## src/rtl/alu_sequencer.sv

```systemverilog
// alu_sequencer: fetches 4-byte instructions, feeds the 8-bit ALU,
// waits out its latency and writes the result back to RAM.
module alu_sequencer #(
    parameter int unsigned    AW       = 8,
    parameter int unsigned    ALU_LAT  = 2,
    parameter logic [AW-1:0]  START_PC = '0,
    parameter logic [7:0]     HALT_OP  = 8'hFF
) (
    input  logic          clk,
    input  logic          rst_n,
    input  logic          start,
    output logic [AW-1:0] memAddr,
    output logic          memRd,
    input  logic [7:0]    memRdData,
    output logic          memWr,
    output logic [7:0]    memWrData,
    output logic [7:0]    aluA,
    output logic [7:0]    aluB,
    output logic [7:0]    aluInst,
    input  logic [7:0]    aluResult,
    input  logic          carryFlag,
    input  logic          compFlag,
    output logic [1:0]    flags,
    output logic [AW-1:0] pc,
    output logic          busy,
    output logic          done
);

    localparam int unsigned CW = (ALU_LAT > 1) ? $clog2(ALU_LAT) : 1;
    localparam logic [CW-1:0] LAST = CW'(ALU_LAT - 1);

    // The dst byte is captured in RA while the srcA read is issued, since
    // dst is not needed until WB; this keeps an instruction at 12+ALU_LAT.
    typedef enum logic [3:0] {
        S_IDLE, S_F0, S_C0, S_F1, S_C1, S_F2, S_C2, S_F3,
        S_RA, S_CA, S_RB, S_CB, S_EX, S_WB, S_HALT
    } state_e;

    state_e        state_q, state_d;
    logic [AW-1:0] pc_q, pc_d;
    logic [7:0]    op_q, op_d;
    logic [AW-1:0] srca_q, srca_d;
    logic [AW-1:0] srcb_q, srcb_d;
    logic [AW-1:0] dst_q, dst_d;
    logic [7:0]    a_q, a_d;
    logic [7:0]    b_q, b_d;
    logic [7:0]    inst_q, inst_d;
    logic [7:0]    wdata_q, wdata_d;
    logic [1:0]    flags_q, flags_d;
    logic [CW-1:0] cnt_q, cnt_d;

    // State and datapath registers; reset abandons any instruction in flight.
    always_ff @(posedge clk or negedge rst_n) begin
        if (!rst_n) begin
            state_q <= S_IDLE;
            pc_q    <= START_PC;
            op_q    <= '0;
            srca_q  <= '0;
            srcb_q  <= '0;
            dst_q   <= '0;
            a_q     <= '0;
            b_q     <= '0;
            inst_q  <= '0;
            wdata_q <= '0;
            flags_q <= '0;
            cnt_q   <= '0;
        end else begin
            state_q <= state_d;
            pc_q    <= pc_d;
            op_q    <= op_d;
            srca_q  <= srca_d;
            srcb_q  <= srcb_d;
            dst_q   <= dst_d;
            a_q     <= a_d;
            b_q     <= b_d;
            inst_q  <= inst_d;
            wdata_q <= wdata_d;
            flags_q <= flags_d;
            cnt_q   <= cnt_d;
        end
    end

    // Next-state logic and memory strobes for each sequencer step.
    always_comb begin
        state_d = state_q;
        pc_d    = pc_q;
        op_d    = op_q;
        srca_d  = srca_q;
        srcb_d  = srcb_q;
        dst_d   = dst_q;
        a_d     = a_q;
        b_d     = b_q;
        inst_d  = inst_q;
        wdata_d = wdata_q;
        flags_d = flags_q;
        cnt_d   = cnt_q;
        memAddr = '0;
        memRd   = 1'b0;
        memWr   = 1'b0;
        case (state_q)
            S_IDLE, S_HALT: begin
                if (start) begin
                    pc_d    = START_PC;
                    state_d = S_F0;
                end
            end
            S_F0: begin
                memAddr = pc_q;
                memRd   = 1'b1;
                state_d = S_C0;
            end
            S_C0: begin
                op_d    = memRdData;
                state_d = (memRdData == HALT_OP) ? S_HALT : S_F1;
            end
            S_F1: begin
                memAddr = pc_q + AW'(1);
                memRd   = 1'b1;
                state_d = S_C1;
            end
            S_C1: begin
                srca_d  = AW'(memRdData);
                state_d = S_F2;
            end
            S_F2: begin
                memAddr = pc_q + AW'(2);
                memRd   = 1'b1;
                state_d = S_C2;
            end
            S_C2: begin
                srcb_d  = AW'(memRdData);
                state_d = S_F3;
            end
            S_F3: begin
                memAddr = pc_q + AW'(3);
                memRd   = 1'b1;
                state_d = S_RA;
            end
            S_RA: begin
                dst_d   = AW'(memRdData);
                memAddr = srca_q;
                memRd   = 1'b1;
                state_d = S_CA;
            end
            S_CA: begin
                a_d     = memRdData;
                state_d = S_RB;
            end
            S_RB: begin
                memAddr = srcb_q;
                memRd   = 1'b1;
                state_d = S_CB;
            end
            S_CB: begin
                b_d     = memRdData;
                inst_d  = op_q;
                cnt_d   = '0;
                state_d = S_EX;
            end
            S_EX: begin
                if (cnt_q == LAST) begin
                    wdata_d = aluResult;
                    flags_d = {compFlag, carryFlag};
                    state_d = S_WB;
                end else begin
                    cnt_d = cnt_q + CW'(1);
                end
            end
            S_WB: begin
                memAddr = dst_q;
                memWr   = 1'b1;
                pc_d    = pc_q + AW'(4);
                state_d = S_F0;
            end
            default: state_d = S_IDLE;
        endcase
    end

    assign memWrData = wdata_q;
    assign aluA      = a_q;
    assign aluB      = b_q;
    assign aluInst   = inst_q;
    assign flags     = flags_q;
    assign pc        = pc_q;
    assign busy      = (state_q != S_IDLE) && (state_q != S_HALT);
    assign done      = (state_q == S_HALT);

endmodule

```

## config.mk

```make
export PLATFORM = sky130hd
export DESIGN_NAME = alu_sequencer
export DESIGN_NICKNAME = d
export VERILOG_FILES = /design/src/rtl/alu_sequencer.sv
export SDC_FILE = /design/constraint.sdc
export NUM_CORES = 1
export LEC_CHECK = 0
export CORE_AREA = 4 4 94 96
export CTS_BUF_LIST = sky130_fd_sc_hd__clkbuf_16
export DETAILED_ROUTE_END_ITERATION = 8
export DIE_AREA = 0 0 98 100
export PLACE_DENSITY_LB_ADDON = 0.08
export SLEW_MARGIN = 40
export SYNTH_ARGS = -nofsm -noshare
export SYNTH_HDL_FRONTEND = slang
export SYNTH_SLANG_ARGS = --single-unit
```

## constraint.sdc

```tcl
create_clock -name clk -period 1.9 [get_ports clk]
set_input_delay 0.38 -clock clk [delete_from_list [all_inputs] [get_ports clk]]
set_output_delay 0.38 -clock clk [all_outputs]
set_load 0.01 [all_outputs]
```

* Word level (Yosys, flattened, before mapping)
Index checks and enable logic that the tools add are counted.
** Word-level totals
- Bits in registers :: 79
- Bits of input ports :: 21
** Operators by class
- Add/subtract/negate cells :: 5
- Equality and inequality tests :: 18
- Muxes and demuxes :: 11
- Reductions and logical operators :: 10
** Operators by type and width (count)
- $pmux 4 s14 :: 1
- $pmux 8 s7 :: 1
- $eq 4x4->1 const B :: 7
- $add 8x2->8 const B :: 2
- $eq 4x3->1 const B :: 4
- $pmux 8 s2 :: 1
- $mux 4 :: 3
- $add 8x1->8 const B :: 1
- $add 8x3->8 const B :: 1
- $eq 4x2->1 const B :: 2
- $eq 8x8->1 const B :: 1
- $mux 8 :: 1
- $reduce_and 2->1 :: 3
- $reduce_or 6->1 :: 1
- $eq 4x1->1 const B :: 1
- $logic_not 4->1 :: 1
- $ne 2x2->1 const B :: 2
- $ne 4x4->1 const B :: 1
- $reduce_bool 2->1 :: 2
- $reduce_bool 4->1 :: 1
- $mux 1 :: 3
- $pmux 1 s2 :: 1
- $reduce_or 2->1 :: 1
- $add 1x1->1 const B :: 1
- $logic_and 1x1->1 :: 1

* Logic depth before layout (Yosys ltp)
Gate-level depths: netlist (run 1).
- Word-level depth :: 4
- Depth in mapped cells :: 7
- Gate-level depth less buffers :: 5

* Least setup slack after synthesis (run 1)
No wires, ideal clock.
- Kind :: register to output
- Start point :: reg state_q[2]
- End point :: out memAddr[2]
- Arrival time :: 1.476 ns
- Slack :: 0.044 ns
- Cell stages (with the launch flop) :: 8
- Path through :: dfrtp_1 -> buf_6 -> nand2b_4 -> buf_6 -> nor3_2 -> buf_2 -> nand2_1 -> nand2_1
** Between the ends
- Cells in the longest elaborated chain, start to end :: 2
** RTL lines
- from (decl) :: line 39 : state_e state_q, state_d;
- from (signal assigned) :: line 68 : state_q <= state_d;
- $eq 4x4->1, or another cell as far along :: line 100 : case (state_q)
- $pmux 8 s7 (*) :: line 100
- to (decl) :: line 12 : output logic [AW-1:0] memAddr,
Mark *: on every way between the ends. The rest lies on a longest branch, timed or not.

* Worst setup path after layout (run 1)
- Start point :: reg state_q[0]
- End point :: out memAddr[7]
The elaborated chain is that of the path after synthesis.

==> impl_metrics.json, run 1 <==
{
  "critical_path_required_ps": 1520,
  "leakage_nw": 2.300,
  "layout-drive-gt1-share": 0.4254,
  "setup_viol": 18,
  "ys_ff_latch": 77,
  "cts_max_level": 3,
  "ios": 75,
  "finalMaxSlewViolations": 0,
  "ir_drop_mv": 0.7989,
  "min_period_over_period": 1.067,
  "finalWorstPathRequiredPeriod_ps": 2028,
  "crit_slowest_cell": "dfrtp_1",
  "startpoint_type": "flop",
  "violations": "negative setup slack",
  "wl_per_cell_um": 16.35,
  "fmax_mhz": 493.1,
  "ys_seq_area_frac": 0.5447,
  "slowest_delay_ps": 410,
  "utilization": 0.6328,
  "layout_common_cells": "dfrtp_1 (76), clkdlybuf4s50_1 (59), mux2_2 (55)",
  "finalPower_mw": 8.178,
  "synth_top_cell_area_share": 0.5447,
  "die_h_um": 100,
  "cp_max_fo": 6,
  "root_buffer": "clkbuf_16",
  "first_pass_iters": 4,
  "nets": 419,
  "endpoint_kind": "output port",
  "num_rows": 33,
  "cp_top_family": "compound AO/OA/AOI/OAI gates",
  "grt_pass1_vias": 2676,
  "core_um2": 8051,
  "path_buf_inv": 1,
  "worst_slack_ps": -128.2,
  "grt_usage": 0.1782,
  "cts_tree": "built",
  "holdWs_ps": 426.6,
  "die_area_um2": 9800,
  "dp_hpwl_um": 5729,
  "clock_path_buffers": 2,
  "yosys_warnings": 0,
  "gr-total-overflow": 0,
  "clk_latency_ps": 330,
  "place_congestion": 0.7803,
  "grt_pass1_wl_um": 13790,
  "synth.area.top_cells": "dfrtp_1 (54%), mux2_2 (18%), mux2_4 (4.2%)",
  "rsz0062_at_grt": "true",
  "wl_um": 8288,
  "drcViolationCount": 0,
  "syn_area_per_cell_um2": 12.91,
  "syn-cell-area_um2": 3537,
  "critPathKind": "reg2out",
  "fin_worst_skew_ps": 7.344,
  "synth_cell_types": 51,
  "outcome": "complete, but fails checks",
  "cts_buffers": 9,
  "cellPowerDensity_nw_per_um2": 1605,
  "hold_viol": 0,
  "initial_utilization": 0.4393,
  "antenna_found_initial": 0,
  "synth_area_leader_cell": "dfrtp_1",
  "synth_edf_count": 0,
  "final_common_cell": "dfrtp_1",
  "vias_per_cell": 5.097,
  "path_clk_slew_ps": 60,
  "cts_sinks": 77,
  "dr_total_vias": 2584,
  "pre_cts_slack_ps": -202.2,
  "arrival_ps": 1650,
  "cap_viol_max_count": 0,
  "synthFlopType": "dfrtp_1",
  "port_buffers": 72,
  "grt_max_degree": 50,
  "async_flop_share": 1.000,
  "die_x_um": 98,
  "hold_path.class": "in2async",
  "crit_chain": "and3b_2 -> a22o_1 -> a22oi_2 -> nand2_1 -> buf_6",
  "areaGrowthSynthToFinish_pct": 44.04,
  "drtAntennaViolNets": 0,
  "drtIter0Drc": 53,
  "syn_inst": 274,
  "diodes": 0,
  "tns_ps": -919.2
}
==> cells in the mapped netlist (3+ instances only) <==
cell type	number
nor3_2	3
a22oi_1	7
mux2_4	10
a31oi_1	3
buf_2	8
dfrtp_1	77
nand2b_1	3
mux2_2	55
nand2_1	22
nor2_1	8
buf_6	3
a22o_1	7
inv_1	5
o21ai_0	10
nor2b_1	3
nand3_1	4
==> path summary, 6_finish.rpt <==
path                       startpoint          to  slack (ps)  depth (start not counted)
setup reg to reg           state_q[0]     op_q[2]         -40                          6
setup / recovery           state_q[0]  memAddr[7]        -130                          5
hold reg to reg               op_q[3]     op_q[3]         500                          1
hold / removal                  rst_n  aluInst[6]         430                          2
max in group asynchronous       rst_n  state_q[3]         950                          3
min in group clk              op_q[3]     op_q[3]         500                          1
==> power by group <==
part	total (mW)	internal, mW	switching, mW
clock	1.54	0.875	0.666
sequential	2.86	2.42	0.443
combinational	3.78	2.28	1.50
total	8.18	5.57	2.61
==> flip-flops by register name, indices dropped and copies added (netlist names) <==
signal,flops
aluA,8
aluB,8
aluInst,8
dst_q,8
memWrData,8
op_q,8
srca_q,8
srcb_q,8
pc,6
state_q,4
flags,2
cnt_q,1
==> per-stage QoR <==
step	std cells	instance area, µm²
floorplan	275	3541
global placement	476	4612
detailed placement	476	4612
CTS	505	5059
global route	507	5095
finish	507	5095
==> routing by layer <==
metal / vias to the layer above / GRT usage / wire length (µm)
met5: - / 0 / 0
met4: 0 / 0.05857 / 106
met3: 8 / 0.03753 / 307
met2: 44 / 0.2838 / 4048
met1: 1306 / 0.2452 / 3825
li1: 1226 / - / -
==> kinds of logic after synthesis <==
| group | count (synthesis) | synth area share |
|---|---|---|
| flops | 77 | 0.5447 |
| mux | 67 | 0.2232 |
| simple gates | 62 | 0.1005 |
| compound gates | 44 | 0.08773 |
| buf+inv | 22 | 0.03926 |
| fa+ha+maj | 1 | 0.003537 |
| other cells | 1 | 0.001060 |
==> final cells by class <==
type                       instances  area [µm²]
tap                              105       131.4
inverter                           6       23.77
clock inverter                     7       41.29
clock buffer                       9       225.2
timing repair buffer             127        1202
sequential                        77        1928
fill                             676        2957
multi-input combinational        176        1543
==> timing repair <==
item,CTS,global route
pin swaps,13,14
hold endpoints to repair,9,0
setup endpoints to repair,12,22
gates resized for setup,68,14
setup buffers,11,2
hold buffers,1,0
cloned,1,0
No activity file was read; power rests on OpenSTA's default activity.
==> run 2: changes to the inputs <==
PLACE_DENSITY = 0.74   (was default)
PLACE_DENSITY_LB_ADDON = default   (was 0.08)
==> run 2 against run 1 <==
  * The run still ends with negative setup slack left
  * Worst setup slack got worse by 85 ps
  * Largest power group unchanged
  * Via count is 0.39% higher
  * Highest routed layer unchanged
  * Combinational power is 5.8% higher
==> impl_metrics.json, run 2 (synthesis gave the netlist of run 1 again) <==
{
  "die_area_um2": 9800,
  "grt_pass1_wl_um": 14370,
  "rsz0062_at_grt": "true",
  "finalPower_mw": 8.414,
  "finalWorstPathRequiredPeriod_ps": 2114,
  "endpoint_kind": "output port",
  "leakage_nw": 2.311,
  "crit_chain": "buf_4 -> nand2b_4 -> nor3_4 -> buf_6 -> buf_4 -> nand2_1 -> nand2_1 -> buf_6",
  "final_cell_area_um2": 5109,
  "path_clk_slew_ps": 60,
  "r2r_end": "pc[4]",
  "cts_tree": "built",
  "diodes": 0,
  "drcViolationCount": 0,
  "critPathKind": "reg2out",
  "vias_per_cell": 5.147,
  "startpoint_type": "flop",
  "port_buffers": 72,
  "wl_um": 8767,
  "regToRegStartpoint": "state_q[1]",
  "setup_viol": 8,
  "cts_max_level": 3,
  "final_common_cell": "dfrtp_1",
  "hold_viol": 0,
  "crit_slowest_cell": "dfrtp_1",
  "path_buf_inv": 4,
  "die_x_um": 98,
  "place_inst": 475,
  "dpl_cell_area_um2": 4604,
  "outcome": "complete, but fails checks",
  "nets": 417,
  "fmax_mhz": 473.1,
  "critical_path_required_ps": 1520,
  "gr-total-overflow": 0,
  "cellPowerDensity_nw_per_um2": 1647,
  "layout_common_cells": "dfrtp_1 (76), clkdlybuf4s50_1 (59), mux2_2 (54)",
  "finalMaxSlewViolations": 0,
  "antenna_found_initial": 0,
  "core_um2": 8051,
  "dp_hpwl_um": 5853,
  "grt_usage": 0.1862,
  "worst_slack_ps": -213.7,
  "min_period_over_period": 1.112,
  "layout-drive-gt1-share": 0.4411,
  "first_pass_iters": 4,
  "grt_max_degree": 78,
  "arrival_ps": 1730,
  "tns_ps": -1149,
  "hold_path.class": "in2async",
  "areaGrowthSynthToFinish_pct": 44.43,
  "ios": 75,
  "root_buffer": "clkbuf_16",
  "drtIter0Drc": 126,
  "wl_per_cell_um": 17.39,
  "num_rows": 33,
  "die_h_um": 100,
  "stdcell_count": 504,
  "cp_top_family": "buffers and inverters",
  "clk_latency_ps": 330,
  "initial_utilization": 0.4393,
  "violations": "negative setup slack",
  "cts_buffers": 9,
  "cap_viol_max_count": 0,
  "clock_path_buffers": 2,
  "drtAntennaViolNets": 0,
  "slowest_delay_ps": 410,
  "grt_pass1_vias": 2810,
  "cp_max_fo": 4,
  "place_congestion": 0.8780,
  "cts-hold-fix-buffers": 0,
  "fin_worst_skew_ps": 4.066,
  "dr_total_vias": 2594,
  "worstRegToRegCells": 9,
  "cts_sinks": 77,
  "r2r_slack_ps": 20,
  "ir_drop_mv": 0.8629
}
[run 2: changes by cell type in the layout (fill, tap and decap cells not counted), moves of 2 or more]
cell	before	now
buf_6	13	15
o31ai_1	2	0
clkinv_1	2	0
buf_4	41	39
[run 2: area by class of cell]
type / instances / area [µm²]
multi-input combinational: 176 / 1594
clock inverter: 6 / 40.04
inverter: 6 / 22.52
clock buffer: 9 / 225.2
timing repair buffer: 125 / 1167
tap: 105 / 131.4
fill: 591 / 2943
sequential: 77 / 1928
[run 2: worst max-delay path by stage]
stage,startpoint,to,slack [ps],cells after the start
global placement,state_q[2],memAddr[7],-110,5
detailed placement,state_q[2],memAddr[7],-150,5
global route,state_q[0],memAddr[2],-270,6
floorplan,state_q[2],memAddr[2],40,7
CTS,state_q[2],memAddr[4],-180,6
finish,state_q[2],memAddr[7],-210,8
[run 2: metal layers]
layer,routed length (µm),global-route usage,part of all wire
met5,0,0,0
met4,110,0.06070,0.013
met3,301,0.04309,0.034
met2,4533,0.3136,0.52
met1,3821,0.2389,0.44
[run 2: per-stage QoR]
step             util  worst slack [ps]  hold slack, ps
4_1_cts        0.6218            -182.7           79.20
5_1_grt        0.6345            -271.8           76.82
2_1_floorplan       -             44.28           84.41
6_report       0.6345            -213.7           58.17
3_3_place_gp   0.5719            -113.5           431.8
3_5_place_dp   0.5719            -151.5           431.5
[run 2: repair_timing]
action / CTS / global route
gates resized for setup: 76 / 16
setup buffers: 11 / 5
setup endpoints to repair: 22 / 28
pin swaps: 14 / 13
[run 2: power breakdown]
part | switching (mW) | internal, mW | leakage, nW
logic | 1.62 | 2.37 | 1.25
clock network | 0.655 | 0.875 | 0.131
registers | 0.470 | 2.42 | 0.928
total | 2.75 | 5.67 | 2.31
==> run 3: changes to the inputs <==
CORE_AREA = 4 4 100 102   (was 4 4 94 96)
DIE_AREA = 0 0 104 106   (was 0 0 98 100)
PLACE_DENSITY = 0.66   (was 0.74)
==> run 3 against run 2 <==
  * Clock power grew 14%
  * Total power grew 0.88%
  * Highest routed layer unchanged
  * Global-route usage is 2.5 points lower
  * Die area increased by 12%
  * The flow still finishes with violations (negative setup slack)
  * Sequential power about the same
==> impl_metrics.json, run 3 (synthesis gave the netlist of run 1 again) <==
{
  "antenna_found_initial": 0,
  "grt_usage": 0.1612,
  "cts_buffers": 9,
  "drcViolationCount": 0,
  "cp_max_fo": 5,
  "initial_utilization": 0.3883,
  "cts_sinks": 77,
  "cellPowerDensity_nw_per_um2": 1646,
  "rsz0062_at_grt": "true",
  "startpoint_type": "flop",
  "gr-total-overflow": 0,
  "worst_slack_ps": -212.9,
  "num_rows": 35,
  "place_congestion": 0.8206,
  "die_area_um2": 11020,
  "final_cell_area_um2": 5157,
  "grt_max_degree": 38,
  "finalMaxSlewViolations": 0,
  "critPathKind": "reg2out",
  "drtIter0Drc": 114,
  "utilization": 0.5662,
  "root_buffer": "clkbuf_16",
  "multiInputGateArea_um2": 1549,
  "tns_ps": -1315,
  "ir_drop_mv": 0.8001,
  "dr_total_vias": 2644,
  "die_h_um": 106,
  "die_x_um": 104,
  "wl_um": 8576,
  "port_buffers": 72,
  "ios": 75,
  "dpl_cell_area_um2": 4634,
  "areaGrowthSynthToFinish_pct": 45.81,
  "layout-drive-gt1-share": 0.4398,
  "first_pass_iters": 4,
  "pre_cts_slack_ps": -175.8,
  "min_period_over_period": 1.112,
  "clock_path_buffers": 2,
  "fillers": 768,
  "critical_path_required_ps": 1520,
  "drtAntennaViolNets": 0,
  "core_um2": 9109,
  "vias_per_cell": 5.104,
  "cts_max_level": 3,
  "path_clk_slew_ps": 70,
  "violations": "negative setup slack",
  "endpoint_kind": "output port",
  "finalWorstPathRequiredPeriod_ps": 2113,
  "hold_path.class": "in2async",
  "setup_viol": 18,
  "arrival_ps": 1730,
  "hold_viol": 0,
  "dp_hpwl_um": 5968,
  "layout_common_cells": "dfrtp_1 (76), clkdlybuf4s50_1 (59), mux2_2 (55)",
  "outcome": "complete, but fails checks",
  "fmax_mhz": 473.3,
  "diodes": 0,
  "wl_per_cell_um": 16.56,
  "grt_pass1_wl_um": 14300,
  "leakage_nw": 2.345,
  "final_common_cell": "dfrtp_1",
  "fin_worst_skew_ps": 10.64,
  "finalPower_mw": 8.488,
  "area.sequential_um2": 1928,
  "clk_latency_ps": 330,
  "cts_tree": "built",
  "nets": 424,
  "cap_viol_max_count": 0,
  "grt_pass1_vias": 2742
}
## run 3: cell types whose count changed in the layout (fill, tap and decap cells not counted), moves of 2 or more
cell      delta
o31ai_1      +2
clkinv_2     -2
buf_4        +5
buf_2        +2
## run 3: worst max-delay path: stages (launching register included)
cell,delay (ps)
dfrtp_1,420
and3b_2,260
buf_4,140
a22o_1,220
a22oi_1,150
nand2_1,90
buf_6,130
## run 3: routing by layer
metal / wire length (µm) / GRT usage / up-vias
met5: 0 / 0 / -
met3: 260 / 0.02975 / 10
met4: 115 / 0.05223 / 0
met2: 4343 / 0.2707 / 58
met1: 3856 / 0.2118 / 1335
li1: - / - / 1241
## run 3: stage by stage
stage                     hold slack [ps]  instances
final                               476.1        518
after global routing                496.4        518
after CTS                           479.0        516
after detailed placement            274.9        484
after global placement              278.1        484
after floorplan                     84.41        275
## run 3: final cells by class
cell class | instances | area share
Tap cell | 111 | 0.02693
Clock inverter | 7 | 0.01553
Sequential cell | 77 | 0.3738
Timing Repair Buffer | 132 | 0.2353
Multi-Input combinational cell | 176 | 0.3003
Clock buffer | 9 | 0.04367
Inverter | 6 | 0.004367
## run 3: final timing paths
path | start | to | slack, ps | cells after the start
max | state_q[2] | memAddr[6] | -210 | 6
max reg2reg | state_q[2] | op_q[5] | -20 | 6
min reg2reg | op_q[3] | aluInst[3] | 500 | 1
min in group clk | op_q[3] | aluInst[3] | 500 | 1
min | rst_n | aluInst[4] | 480 | 2
max in group asynchronous | rst_n | srcb_q[0] | 850 | 3
## run 3: power breakdown
part | switching, mW | internal (mW)
sequential | 0.477 | 2.42
clock | 0.715 | 1.04
combinational | 1.52 | 2.32
total | 2.71 | 5.77
## run 3: timing repair
action,4_1_cts,5_1_grt
resized for setup,70,16
endpoints found under the setup margin,12,12
buffers inserted,16,4
hold buffers,1,0
hold endpoints to repair,18,0
pin swaps,15,10
==> variant, RTL diff (config.mk and constraints of run 2) <==
`op_q` no longer has a reset.
--- a/src/rtl/alu_sequencer.sv
+++ b/src/rtl/alu_sequencer.sv
@@ -55,5 +55,4 @@
             state_q <= S_IDLE;
             pc_q    <= START_PC;
-            op_q    <= '0;
             srca_q  <= '0;
             srcb_q  <= '0;
@@ -68,5 +67,4 @@
             state_q <= state_d;
             pc_q    <= pc_d;
-            op_q    <= op_d;
             srca_q  <= srca_d;
             srcb_q  <= srcb_d;
@@ -79,4 +77,8 @@
             cnt_q   <= cnt_d;
         end
+    end
+
+    always_ff @(posedge clk) begin
+        op_q <= op_d;
     end
 
Check against the original RTL: no difference found for any inputs over 10 cycles, from zero or initial values and one cycle with rst_n low; that may be too few to reach the edited logic, so the function may still have changed.
==> variant against run 2 <==
  * The run still ends with negative setup slack left
  * Non-clock buffer count up 14
  * Sequential cell count unchanged
  * Critical path depth unchanged
  * Total power up 0.95%
  * Synthesized cell count down 7.7%
  * Setup slack better by 0.066 ns
  * Sequential share of layout area up 0.38 points
  * Critical path type unchanged
  * Area after synthesis down 5.7%
  * Highest routed layer unchanged
  * Register-to-register slack worse by 0.07 ns
  * Final area up 1.1%
  * Critical endpoint is now memAddr[0]
  * Wire length up 2.4%
==> variant: results (changes against run 2) <==
metric;value;unit;change
CP endpoint;memAddr[0];;
EDFF count, synth;8;;+8
outcome;finished, violations left;;
Crit Reg-Reg Endpoint;state_q[2]$_DFFE_PN0P_;;
worst setup margin;-0.147;ns;+0.0664 ns
P_clk;0.00180;W;+18%
WL met3;251;um;-17%
inverters;3;;-3
Seq area share;38.1;%;+0.38 points
multi-input logic cell count;160;;-9.1%
largest net degree at the start of global routing;70;;-10%
FF+latch area;1970;um^2;+2.1%
first-pass GRT wire length;14000;um;-2.4%
Layout area overhead;54.9;%;
filler instances;594;;+0.51%
Worst Setup SP;state_q[3]$_DFFE_PN0P_;;
post-place instance area;4480;um^2;-2.8%
FFs w/ async S/R, synth;89.6;%;-10 points
static leakage power;2.27;nW;-1.9%
Final TNS setup;-1.06;ns;+0.0858 ns
vias in the first global route;2691;;-4.2%
skew final;0.00667;ns;+0.00261 ns
clock network contribution to total cell area;6.03;%;+0.84 points
Final GP Congestion;0.787;;-10%
Starting DRT DRC Count;69;;-45%
Worst EP arrival;1.67;ns;-0.06 ns
launching point of the worst reg2reg path;state_q[0]$_DFFE_PN0P_;;
nets;412;;-1.2%
Yosys cell types;47;;-7.8%
placed cells;464;;-2.3%
Max stage delay on crit path;0.43;ns;+0.02 ns
share of cells above drive strength 1;48.6;%;+4.5 points
pre-CTS setup slack;-0.181;ns;-0.0298 ns
Multi-input gate area;1470;um^2;-7.8%
Max VDD drop;732;uV;-15%
Power Total;0.00849;W;+0.95%
GR Util met1;22.9;%;-1.0 points
buffering overhead;24.6;%;+1.8 points
Routed met2 length;4900;um;+8.2%
Cell Count, Final, Fillers Out;500;;-0.79%
setup violators final;11;;+3
hpwl dp;5740;um;-1.9%
Gate Count Post-Synth;253;;-7.7%
sequential share of the synthesized area;59.0;%;+4.5 points
detailed-route via count;2584;;-0.39%
final WL;8980;um;+2.4%
met3 Track Usage GR;3.27;%;-1.0 points
failing checks;negative setup slack;;
top post-synthesis cells by count;dfrtp_1 (69), mux2_2 (57), nand2_1 (18);;
Switching Fraction;32.2;%;-0.42 points
combinational power share;45.2;%;-2.3 points
nonclk buf count;139;;+11%
## variant: cell types whose count changed after synthesis, sizes merged, moves of 2 or more
cell | run 2 | this run
buf | 14 | 12
dfrtp | 77 | 69
a31oi | 3 | 0
nand4 | 3 | 1
a32o | 0 | 2
nand2 | 22 | 18
nor2 | 9 | 7
edfxtp | 0 | 8
a22o | 7 | 1
inv | 5 | 3
o211ai | 0 | 3
a22oi | 7 | 12
o21ai | 12 | 10
mux2 | 65 | 58
## variant: kinds of logic after synthesis
| family | after synthesis | share of synthesized area [%] |
|---|---|---|
| buffers and inverters | 17 | 2.59 |
| adders and majority gates | 1 | 0.375 |
| muxes | 59 | 19.9 |
| AOI/OAI and AO/OA | 44 | 9.38 |
| DFF | 77 | 59.0 |
| and+or+nand+nor | 54 | 8.70 |
| other | 1 | 0.112 |
## variant: what timing repair did
item	in CTS	in global routing
resized for setup	90	28
endpoints found under the hold margin	0	0
setup endpoints to repair	14	14
buffers inserted	13	9
pin swaps	18	22
cloned	1	0
## variant: worst max-delay path: cells and delay by family (launching register included)
family                 cells  cell delay, ns
AO/OA/AOI/OAI              1            0.15
buffers and inverters      4            0.45
flip-flops                 1            0.43
AND/OR/NAND/NOR            3            0.32
## variant: worst min-delay path by stage
stage	startpoint	to	slack, ns	cells past startpoint
after floorplan	rst_n	aluA[0]$_DFFE_PN0P_	0.08	0
after global placement	rst_n	aluA[3]$_DFFE_PN0P_	0.43	2
after detailed placement	rst_n	aluA[3]$_DFFE_PN0P_	0.43	2
after CTS	rst_n	aluA[3]$_DFFE_PN0P_	0.07	2
after global routing	rst_n	aluB[2]$_DFFE_PN0P_	0.07	2
final	rst_n	aluB[3]$_DFFE_PN0P_	0.05	2
